**src/rtl/ar_tx_sched.sv**
```systemverilog
// Round-robin scheduler sharing one ARINC 429 word transmitter among NUM_REQ requesters.
// Define AR_TX_SCHED_TIMEOUT_EN to add the start/word watchdog that drives err_to.
module ar_tx_sched #(
  parameter int unsigned NUM_REQ  = 4,
  parameter int unsigned GAP_CE   = 0,
  parameter int unsigned START_TO = 7
) (
  input  logic                  clk,
  input  logic                  rst,
  input  logic [NUM_REQ-1:0]    req,
  input  logic [8*NUM_REQ-1:0]  req_adr,
  input  logic [23*NUM_REQ-1:0] req_dat,
  input  logic [1:0]            cfg_nvel,
  output logic [NUM_REQ-1:0]    ack,
  output logic                  tx_st,
  output logic [7:0]            tx_adr,
  output logic [22:0]           tx_dat,
  output logic [1:0]            tx_nvel,
  input  logic                  tx_ce,
  input  logic                  tx_busy,
  output logic [2:0]            grant_id,
  output logic                  busy,
  output logic                  err_to
);
  localparam int unsigned IW = 3;
  localparam int unsigned GW = 4;

  if (NUM_REQ < 2 || NUM_REQ > 8 || GAP_CE > 15 || START_TO < 2 || START_TO > 7) begin : g_bad_param
    $error("ar_tx_sched: parameter out of range");
  end

  typedef enum logic [2:0] {
    S_IDLE, S_GRANT, S_START, S_WAIT_BUSY, S_WAIT_DONE, S_GAP
  } state_t;

  state_t              state, state_nx;
  logic [IW-1:0]       ptr, ptr_nx;
  logic [GW-1:0]       gap_cnt, gap_nx;
  logic [NUM_REQ-1:0]  ack_nx;
  logic                tx_st_nx;
  logic [7:0]          adr_nx;
  logic [22:0]         dat_nx;
  logic [1:0]          nvel_nx;
  logic [IW-1:0]       gid_nx;
  logic                busy_nx;
  logic [IW-1:0]       sel_idx;
  logic [7:0]          sel_adr;
  logic [22:0]         sel_dat;
  int unsigned         best_d, cur_d;

`ifdef AR_TX_SCHED_TIMEOUT_EN
  logic [2:0] to_cnt, to_nx;
  logic [5:0] wd_cnt, wd_nx;
  logic       err_nx;
`endif

  // Pick the set request closest to ptr going upward with wrap.
  always_comb begin
    sel_idx = '0;
    sel_adr = '0;
    sel_dat = '0;
    best_d  = NUM_REQ;
    cur_d   = 0;
    for (int unsigned i = 0; i < NUM_REQ; i++) begin
      cur_d = (i + NUM_REQ - 32'(ptr)) % NUM_REQ;
      if (req[i] && cur_d < best_d) begin
        best_d  = cur_d;
        sel_idx = IW'(i);
        sel_adr = req_adr[8*i +: 8];
        sel_dat = req_dat[23*i +: 23];
      end
    end
  end

  // Outputs are computed from the next state so they are registered yet line up with it.
  always_comb begin
    state_nx = state;
    ptr_nx   = ptr;
    gap_nx   = gap_cnt;
    ack_nx   = '0;
    tx_st_nx = 1'b0;
    adr_nx   = tx_adr;
    dat_nx   = tx_dat;
    nvel_nx  = tx_nvel;
    gid_nx   = grant_id;
`ifdef AR_TX_SCHED_TIMEOUT_EN
    to_nx    = to_cnt;
    wd_nx    = wd_cnt;
    err_nx   = err_to;
`endif
    unique case (state)
      S_IDLE: begin
        if ((|req) && !tx_busy) begin
          state_nx = S_GRANT;
          ack_nx   = NUM_REQ'(1) << sel_idx;
          adr_nx   = sel_adr;
          dat_nx   = sel_dat;
          nvel_nx  = cfg_nvel;
          gid_nx   = sel_idx;
          ptr_nx   = (sel_idx == IW'(NUM_REQ - 1)) ? '0 : sel_idx + 1'b1;
        end
      end
      S_GRANT: begin
        state_nx = S_START;
        tx_st_nx = 1'b1;
      end
      S_START: begin
        state_nx = S_WAIT_BUSY;
`ifdef AR_TX_SCHED_TIMEOUT_EN
        // The start clock itself already counts toward the timeout.
        to_nx    = 3'd1;
        wd_nx    = '0;
`endif
      end
      S_WAIT_BUSY: begin
        if (tx_busy) begin
          state_nx = S_WAIT_DONE;
`ifdef AR_TX_SCHED_TIMEOUT_EN
        end else if (to_cnt == 3'(START_TO - 1)) begin
          err_nx   = 1'b1;
          state_nx = S_IDLE;
        end else begin
          to_nx    = to_cnt + 1'b1;
`endif
        end
      end
      S_WAIT_DONE: begin
        if (!tx_busy) begin
          state_nx = (GAP_CE > 0) ? S_GAP : S_IDLE;
          gap_nx   = '0;
`ifdef AR_TX_SCHED_TIMEOUT_EN
        end else if (tx_ce) begin
          if (wd_cnt == 6'd40) begin
            err_nx   = 1'b1;
            state_nx = S_IDLE;
          end else begin
            wd_nx    = wd_cnt + 1'b1;
          end
`endif
        end
      end
      S_GAP: begin
        if (tx_ce) begin
          if (gap_cnt == GW'(GAP_CE - 1)) state_nx = S_IDLE;
          else                            gap_nx   = gap_cnt + 1'b1;
        end
      end
      default: state_nx = S_IDLE;
    endcase
    busy_nx = (state_nx != S_IDLE);
  end

  always_ff @(posedge clk) begin
    if (rst) begin
      state    <= S_IDLE;
      ptr      <= '0;
      gap_cnt  <= '0;
      ack      <= '0;
      tx_st    <= 1'b0;
      tx_adr   <= '0;
      tx_dat   <= '0;
      tx_nvel  <= '0;
      grant_id <= '0;
      busy     <= 1'b0;
    end else begin
      state    <= state_nx;
      ptr      <= ptr_nx;
      gap_cnt  <= gap_nx;
      ack      <= ack_nx;
      tx_st    <= tx_st_nx;
      tx_adr   <= adr_nx;
      tx_dat   <= dat_nx;
      tx_nvel  <= nvel_nx;
      grant_id <= gid_nx;
      busy     <= busy_nx;
    end
  end

`ifdef AR_TX_SCHED_TIMEOUT_EN
  always_ff @(posedge clk) begin
    if (rst) begin
      to_cnt <= '0;
      wd_cnt <= '0;
      err_to <= 1'b0;
    end else begin
      to_cnt <= to_nx;
      wd_cnt <= wd_nx;
      err_to <= err_nx;
    end
  end
`else
  assign err_to = 1'b0;
`endif

endmodule

```
**config.mk**
```make
export PLATFORM = sky130hd
export DESIGN_NAME = ar_tx_sched
export DESIGN_NICKNAME = d
export VERILOG_FILES = /design/src/rtl/ar_tx_sched.sv
export SDC_FILE = /design/constraint.sdc
export NUM_CORES = 1
export LEC_CHECK = 0
export CAP_MARGIN = 25
export CORE_ASPECT_RATIO = 0.6
export CORE_UTILIZATION = 39
export DETAILED_ROUTE_END_ITERATION = 6
export HOLD_SLACK_MARGIN = 0.12
export PLACE_DENSITY = 0.81
export SYNTH_ARGS = -nofsm -noshare
export SYNTH_HDL_FRONTEND = slang
export SYNTH_SLANG_ARGS = --single-unit
export TNS_END_PERCENT = 100
```
**constraint.sdc**
```tcl
create_clock -name clk -period 3.4 [get_ports clk]
set_clock_uncertainty 0.2 [all_clocks]
set_input_delay 0.34 -clock clk [delete_from_list [all_inputs] [get_ports clk]]
set_output_delay 0.34 -clock clk [all_outputs]
set_load 0.01 [all_outputs]
```
==> Word-level counts from Yosys, hierarchy flattened <==
Cells that the tools add are included.
{ "word_totals": {"regBits": 51, "out_inout_bits": 43} }
{ "classes": {"n_addsub": 6, "n_lt_le_gt_ge": 4, "eq_ne": 10, "shifts": 1, "mux": 26, "bitwise": 2, "n_reduce_logical": 13} }
{ "op_table": {"columns": ["operator", "count"], "rows": [
  ["$lt A2 B32 Y1", 3],
  ["$mux W23", 4],
  ["$mux W32", 2],
  ["$mux W8", 4],
  ["$mux W3", 8],
  ["$pmux W3 S6", 1],
  ["$mux W4", 3],
  ["$eq A3 B2 Y1 const B", 3],
  ["$pmux W4 S2", 1],
  ["$eq A3 B3 Y1 const B", 2],
  ["$ne A2 B2 Y1 const B", 3],
  ["$logic_and A1 B1 Y1", 5],
  ["$add A4 B1 Y4 const B", 1],
  ["$eq A4 B4 Y1 const B", 1],
  ["$reduce_and A4 Y1", 1],
  ["$reduce_or A4 Y1", 1],
  ["$shl A1 B3 Y4 const A", 1],
  ["$sub A1 B2 Y2 const A", 2],
  ["$sub A2 B2 Y2 const A", 2],
  ["$eq A3 B1 Y1 const B", 1],
  ["$logic_not A3 Y1", 1],
  ["$lt A2 B3 Y1 const B", 1],
  ["$reduce_bool A3 Y1", 1],
  ["$reduce_or A3 Y1", 1],
  ["7 further kinds", 9]
]} }

==> Depth between registers and ports, before layout <==
Gate-level depths: netlist (run 1).
{ "logic_depth": {"ltp_word": 15, "mapped_depth": 16, "depth_no_buf": 14} }

==> Least setup slack after synthesis (run 1) <==
No wires, ideal clock.
{ "synth_path": {"path_type": "input to register", "from": "in req[0]", "to": "reg tx_dat[10]", "setup_time_ns": 0.125, "t_arrival_ns": 2.764, "required_ns": 3.075, "setup_slack_ns": 0.311, "path_stages": 14, "path_buffers": 1, "cell_sequence": "inv_1 > mux2i_1 > a32oi_1 > ha_1 > o22ai_1 > o21ai_0 > o21ai_0 > ha_1 > and2b_1 > o21ai_2 > o211ai_2 > buf_2 > o21ai_0 > o21ai_1"} }
{ "synth_between": {"elab_chain_len": 11, "word_cells_on_any_way": 17, "classes_between": "order compare (3); mux (7); reduce/logical (7)"} }
{ "synth_rtl": {"columns": ["item", "line_no", "rtl"], "rows": [
  ["start, declared", "10", "input logic [NUM_REQ-1:0] req,"],
  ["$logic_and A1 B1 Y1", "66", "if (req[i] && cur_d < best_d) begin"],
  ["$mux W3", "66", null],
  ["$lt A2 B32 Y1", "66", null],
  ["$logic_and A1 B1 Y1", "66", null],
  ["$mux W32", "66", null],
  ["$lt A2 B32 Y1", "66", null],
  ["$logic_and A1 B1 Y1", "66", null],
  ["$mux W32", "66", null],
  ["$lt A2 B32 Y1", "66", null],
  ["$logic_and A1 B1 Y1", "66", null],
  ["$mux W23", "66", null],
  ["end signal, assigned", "172", "tx_dat <= dat_nx;"],
  ["end, declared", "17", "output logic [22:0] tx_dat,"]
]} }
Parallel ways exist; a longest one is shown, timed or not.
A chain may end at the register's enable or synchronous reset.

==> Worst setup path after layout (run 1) <==
Ends and elaborated chain as after synthesis.

==> results_dict.tcl, run 1 <==
set metrics [dict create \
    ir_drop_uv 227 \
    p_sw_frac 0.330 \
    hold_path.class "flip-flop to flip-flop" \
    die_area_mm2 0.00848 \
    rows 25 \
    die_x_um 118 \
    setup_viol 0 \
    critPathLaunchType "input port" \
    overflow 0 \
    worstPathRequired_ps 3360 \
    synth_area_leaders "dfxtp_1, a2111oi_2, and2_1, o21ai_0, nand2_1" \
    n_fill_cell 654 \
    slew_headroom 0.429 \
    area_delta_synth_final_pct 65.0 \
    async_reset_ff_frac 0 \
    p_sw_uw 711 \
    cp-end-kind "flip-flop" \
    pwr-share-comb 0.451 \
    synth_edf_count 0 \
    crit_chain "clkdlybuf4s50_1 -> inv_1 -> mux2i_1 -> a32oi_1 -> ha_1 -> o22ai_2 -> o21ai_1 -> nand2_1 -> o21ai_1 -> ha_1 -> and2b_1 -> o21ai_2 -> o211ai_2 -> buf_4 -> o21ai_0 -> o21ai_1" \
    fp.dieH_um 71.7 \
    drt-pass1-iter-count 5 \
    synth_ff_type "dfxtp_1" \
    p_int_mw 1.44 \
    grt_pass1_vias 3451 \
    ioPinCount 177 \
    tightest_slew_ps 856 \
    synth_cell_types 54 \
    drive_above_1_share 0.130 \
    final_antenna_net_count 0 \
    powerDensity_mw_per_mm2 413 \
    tritoncts "built" \
    io_buffers 174 \
    syn-cell-area_mm2 0.00316 \
    dp_hpwl_um 8160 \
    gp_congestion 0.946 \
    grt_use_total 0.247 \
    seq_area_mm2 0.00100 \
    reg2reg_depth 14 \
    vias 3522 \
    finalHoldViolCount 0 \
    cts.sinks 50 \
    crit_fanout 23 \
    synth_seq_cells 50 \
    worstSetupPathType "input port to flip-flop" \
    drc 0 \
    final-instance-count-excl-fill 671 \
    clockRootBuffer "clkbuf_16" \
    cp_common_cell "o21ai_1" \
    core_mm2 0.00785 \
    yosysWarnings 0 \
    wl_per_cell_um 15.9 \
    p_leak_nw 1.99 \
    via_per_inst 5.25 \
    drt_iter0_markers 257 \
    antenna_found_initial 0 \
    power.share.clock 0.221 \
    clk_path_buf_depth 2 \
    cpPeakStageDelay_ps 470 \
    diodes 0 \
    synth_cells 388 \
    period_share 0.977 \
    cts.htree.levels 2 \
    grt_start_max_net_pins 24 \
    cp.arrival_ps 3280 \
    nNetsFinal 700 \
    worst_path_max_delay_cell "clkdlybuf4s50_1" \
    fin_area_mm2 0.00522 \
    insertion_delay_ps 280 \
    drv_slew 0 \
    max_freq_ghz 0.301 \
    timing.final.crit_period_ps 3320 \
    outcome "finished clean" \
    power.total_mw 2.15 \
    dp.cells 663 \
    finalSetupTns_ps 0 \
    cap_violations 0 \
    yosys.area.top_type "dfxtp_1" \
    start_util 0.403 \
    numCtsBuffers 5 \
    multi_input_area_mm2 0.00190 \
    yosysTopAreaCellShare 0.317 \
    seqPwrFrac 0.328 \
    whs_path_depth 2 \
    syn_avg_cell_area_um2 8.15 \
    ys_seq_area_frac 0.317 \
    grt_pass1_wl_um 16700 \
    holdWs_ps 250 \
    wirelength_um 10600 \
    clkSlewWorstSetupHoldPaths_ps 60 \
    post_dp_cell_area_mm2 0.00503 \
]
[cell type report]
cell class | instances | area share
multi-input cells | 277 | 0.363
repair buffers | 194 | 0.368
flip-flops and latches | 50 | 0.192
well taps | 108 | 0.0259
clock buffers | 5 | 0.0240
clock inverters | 2 | 0.00192
inverters | 35 | 0.0252
[layer usage]
metal	share of wire	up-vias	global-route usage	routed length [µm]
met5	0	-	0	0
met4	0.0069	0	0.0541	73
met3	0.065	8	0.0454	695
met2	0.49	142	0.439	5240
met1	0.44	1676	0.313	4630
li1	-	1696	-	-
[synth_stat cells, types with 7 or more instances]
cell type,count
buf_6,8
a2111oi_2,27
buf_2,7
o21ai_0,36
dfxtp_1,50
and2_1,30
o21ai_1,31
nand2_1,42
nor2_1,40
a21oi_1,9
inv_1,35
[sequential cells by signal, summed over array words and instances, names as in the netlist]
signal / cells
grant_id: 2
ack: 4
tx_adr: 8
state: 3
busy: 1
tx_dat: 23
tx_st: 1
ptr: 2
gap_cnt: 4
tx_nvel: 2
[worst paths after layout]
check	startpoint	to	slack, ps
worst max register to register	ptr[0]	tx_dat[10]	140
worst min-delay path	tx_adr[2]	tx_adr[2]	250
worst max-delay path	req[0]	tx_dat[10]	80
worst min register to register	tx_adr[2]	tx_adr[2]	250
[metrics by stage]
step,setup slack [ps],utilization
finish,77.5,0.664
global route,-54.7,0.664
CTS,57.2,0.658
detailed placement,-242,0.641
global placement,-146,0.641
floorplan,311,-
[power by group through the flow]
stage               registers [mW]  logic [mW]  clock network, mW
floorplan                    0.741       0.496                  0
CTS                          0.707       0.948              0.484
global route                 0.715        1.05              0.513
global placement             0.717       0.922                  0
detailed placement           0.720       0.944                  0
finish                       0.707       0.972              0.476
[worst max-delay path: cells and delay by family]
family	cells	cell delay [ps]
AOI/OAI and AO/OA	8	1200
buffers and inverters	3	780
adders and majority gates	2	600
and+or+nand+nor	2	250
muxes	1	110
[layout by cell type, fill, tap and decap left out, drive strengths merged, types with 2 or more instances in the layout]
cell type | netlist | final
a311oi | 2 | 2
nor2 | 41 | 41
clkbuf | 8 | 5
a21oi | 9 | 9
a211oi | 2 | 2
o21a | 3 | 3
conb | 1 | 2
and2b | 2 | 2
dfxtp | 50 | 50
nand3b | 2 | 2
ha | 3 | 3
clkdlybuf4s50 | 0 | 174
nand3 | 2 | 2
nor2b | 3 | 3
a32oi | 2 | 2
inv | 35 | 35
nor3 | 6 | 6
clkinv | 0 | 2
a31oi | 2 | 2
mux2i | 4 | 4
nand2 | 42 | 42
buf | 19 | 20
and2 | 31 | 31
o21ai | 69 | 69
nand2b | 2 | 2
a2111oi | 31 | 31
[cells by family after synthesis]
kind of cell,after synthesis,share of synthesized area
and+or+nand+nor,139,0.225
AOI/OAI and AO/OA,128,0.329
buffers and inverters,62,0.101
DFF,50,0.317
muxes,4,0.0127
adders and majority gates,3,0.0119
other,1,0.00119
xor gates and xnor gates,1,0.00277
[repair_timing]
| action | 4_1_cts | 5_1_grt |
|---|---|---|
| resized for setup | 0 | 11 |
| hold buffers | 0 | 0 |
| setup endpoints to repair | 0 | 33 |
| buffers inserted | 0 | 1 |
(Power assumes the default switching activity.)
==> run 2, diff against run 1 <==
--- a/config.mk
+++ b/config.mk
@@ -5,12 +5,13 @@
 export SDC_FILE = /design/constraint.sdc
 export NUM_CORES = 1
 export LEC_CHECK = 0
+export ABC_CLOCK_PERIOD_IN_PS = 3400
 export CAP_MARGIN = 25
 export CORE_ASPECT_RATIO = 0.6
-export CORE_UTILIZATION = 39
+export CORE_UTILIZATION = 37
 export DETAILED_ROUTE_END_ITERATION = 6
 export HOLD_SLACK_MARGIN = 0.12
-export PLACE_DENSITY = 0.81
+export PLACE_DENSITY = 0.78
 export SYNTH_ARGS = -nofsm -noshare
 export SYNTH_HDL_FRONTEND = slang
 export SYNTH_SLANG_ARGS = --single-unit
==> results_dict.tcl, run 2 (synthesis gave the netlist of run 1 again) <==
set metrics [dict create \
    grt_start_max_net_pins 27 \
    powerDensity_mw_per_mm2 445 \
    grt_pass1_wl_um 16800 \
    worstSetupPathType "input port to flip-flop" \
    drive_above_1_share 0.148 \
    drv_slew 0 \
    largest_reg_flops 23 \
    fin_util 0.672 \
    worst_path_max_delay_cell "clkdlybuf4s50_1" \
    dp.cells 666 \
    cp-end-kind "flip-flop" \
    area_delta_synth_final_pct 71.5 \
    antenna_found_initial 0 \
    reg2reg_from "ptr[0]" \
    largest-register "tx_dat" \
    worstPathRequired_ps 3370 \
    cts.sinks 50 \
    via_per_inst 5.19 \
    overflow 0 \
    reg2reg_depth 14 \
    holdWs_ps 246 \
    cpPeakStageDelay_ps 470 \
    whs_path_depth 2 \
    start_util 0.392 \
    power.total_mw 2.41 \
    critPathLaunchType "input port" \
    clk_path_buf_depth 2 \
    die_area_mm2 0.00893 \
    cpLargestDelayFamily "compound AO/OA/AOI/OAI gates" \
    clockRootBuffer "clkbuf_16" \
    io_buffers 174 \
    gp_congestion 0.841 \
    clkSlewWorstSetupHoldPaths_ps 70 \
    drt-pass1-iter-count 4 \
    finalHoldViolCount 0 \
    outcome "finished clean" \
    hold_path.class "flip-flop to flip-flop" \
    setup_viol 0 \
    ir_drop_uv 327 \
    rows 25 \
    numCtsBuffers 5 \
    drt_iter0_markers 190 \
    grt_use_total 0.240 \
    r2r-end "tx_dat[8]" \
    rrSetupSlack_ps 200 \
    final_antenna_net_count 0 \
    core_mm2 0.00807 \
    ioPinCount 177 \
    vias 3517 \
    fp.dieH_um 73.6 \
    tritoncts "built" \
    period_share 0.968 \
    cap_violations 0 \
    cts.htree.levels 2 \
    p_leak_nw 2.08 \
    timing.final.crit_period_ps 3290 \
    final_common_cell "clkdlybuf4s50_1" \
    die_x_um 121 \
    wirelength_um 11000 \
    crit_fanout 10 \
    dp_hpwl_um 8160 \
    insertion_delay_ps 290 \
    max_freq_ghz 0.304 \
    holdPathEnd "tx_dat[12]" \
    crit_chain "clkdlybuf4s50_1 -> inv_1 -> mux2i_1 -> a32oi_2 -> ha_2 -> o22ai_4 -> o21ai_2 -> nand2_1 -> o21ai_1 -> ha_1 -> and2b_1 -> o21ai_2 -> o211ai_2 -> buf_4 -> o21ai_0 -> o21ai_1" \
    final-instance-count-excl-fill 677 \
    n_fill_cell 664 \
    cp.arrival_ps 3260 \
    grt_pass1_vias 3386 \
    drc 0 \
    largestRegisters "tx_dat x23, tx_adr x8" \
    min_from "tx_dat[12]" \
    nNetsFinal 705 \
    crit_buf_inv 3 \
    diodes 0 \
    layout_common_cells "clkdlybuf4s50_1, dfxtp_1, nand2_1" \
    wl_per_cell_um 16.2 \
]
-- run 2: cell count changes in the layout (fill, tap and decap cells not counted), sizes merged --
cell and delta:
bufinv +2, buf +5, clkinv -1
-- run 2: per-stage QoR --
stage | TNS (ps) | instance area (µm²) | worst slack, ps
after floorplan | 0 | 3160 | 311
after global placement | -2820 | 5070 | -165
after detailed placement | -9300 | 5100 | -358
after CTS | 0 | 5300 | 5.50
after global routing | -89.4 | 5420 | -14.9
final | 0 | 5420 | 108
-- run 2: repair_timing --
action,in CTS,in global routing
hold buffers,0,0
pin swaps,0,1
setup buffers,0,2
hold endpoints to repair,0,0
gates cloned,0,0
gates resized for setup,3,19
endpoints found under the setup margin,24,33
-- run 2: layer usage --
metal	up-vias	part of all wire	GRT usage
li1	1707	-	-
met1	1632	0.44	0.309
met2	163	0.47	0.404
met3	15	0.076	0.0520
met4	0	0.014	0.0768
met5	-	0	0
-- run 2: where the power goes --
| group | internal [mW] | switching (mW) |
|---|---|---|
| registers | 0.659 | 0.0488 |
| clock network | 0.423 | 0.235 |
| logic | 0.568 | 0.476 |
-- run 2: worst min-delay path, stage by stage, from the launching register on --
cell     delay, ps
dfxtp_1        310
nand2_1         50
o21ai_1         50
-- run 2: worst max-delay path by stage --
stage	startpoint	endpoint	slack [ps]	cells past startpoint
after detailed placement	req[0]	tx_dat[0]	-360	15
after global placement	req[0]	tx_dat[0]	-160	15
after floorplan	req[0]	tx_dat[10]	310	14
after global routing	req[0]	tx_dat[11]	-10	16
after CTS	req[0]	tx_dat[0]	6	15
final	req[0]	tx_dat[8]	110	16
-- run 2: layout make-up --
type,instances,area (µm²),area share
repair buffers,199,2020,0.373
multi-input cells,277,1940,0.357
flip-flops and latches,50,1000,0.185
well taps,108,135,0.0249
inverters,35,131,0.0242
clock buffers,5,125,0.0231
clock inverters,3,68.8,0.0127
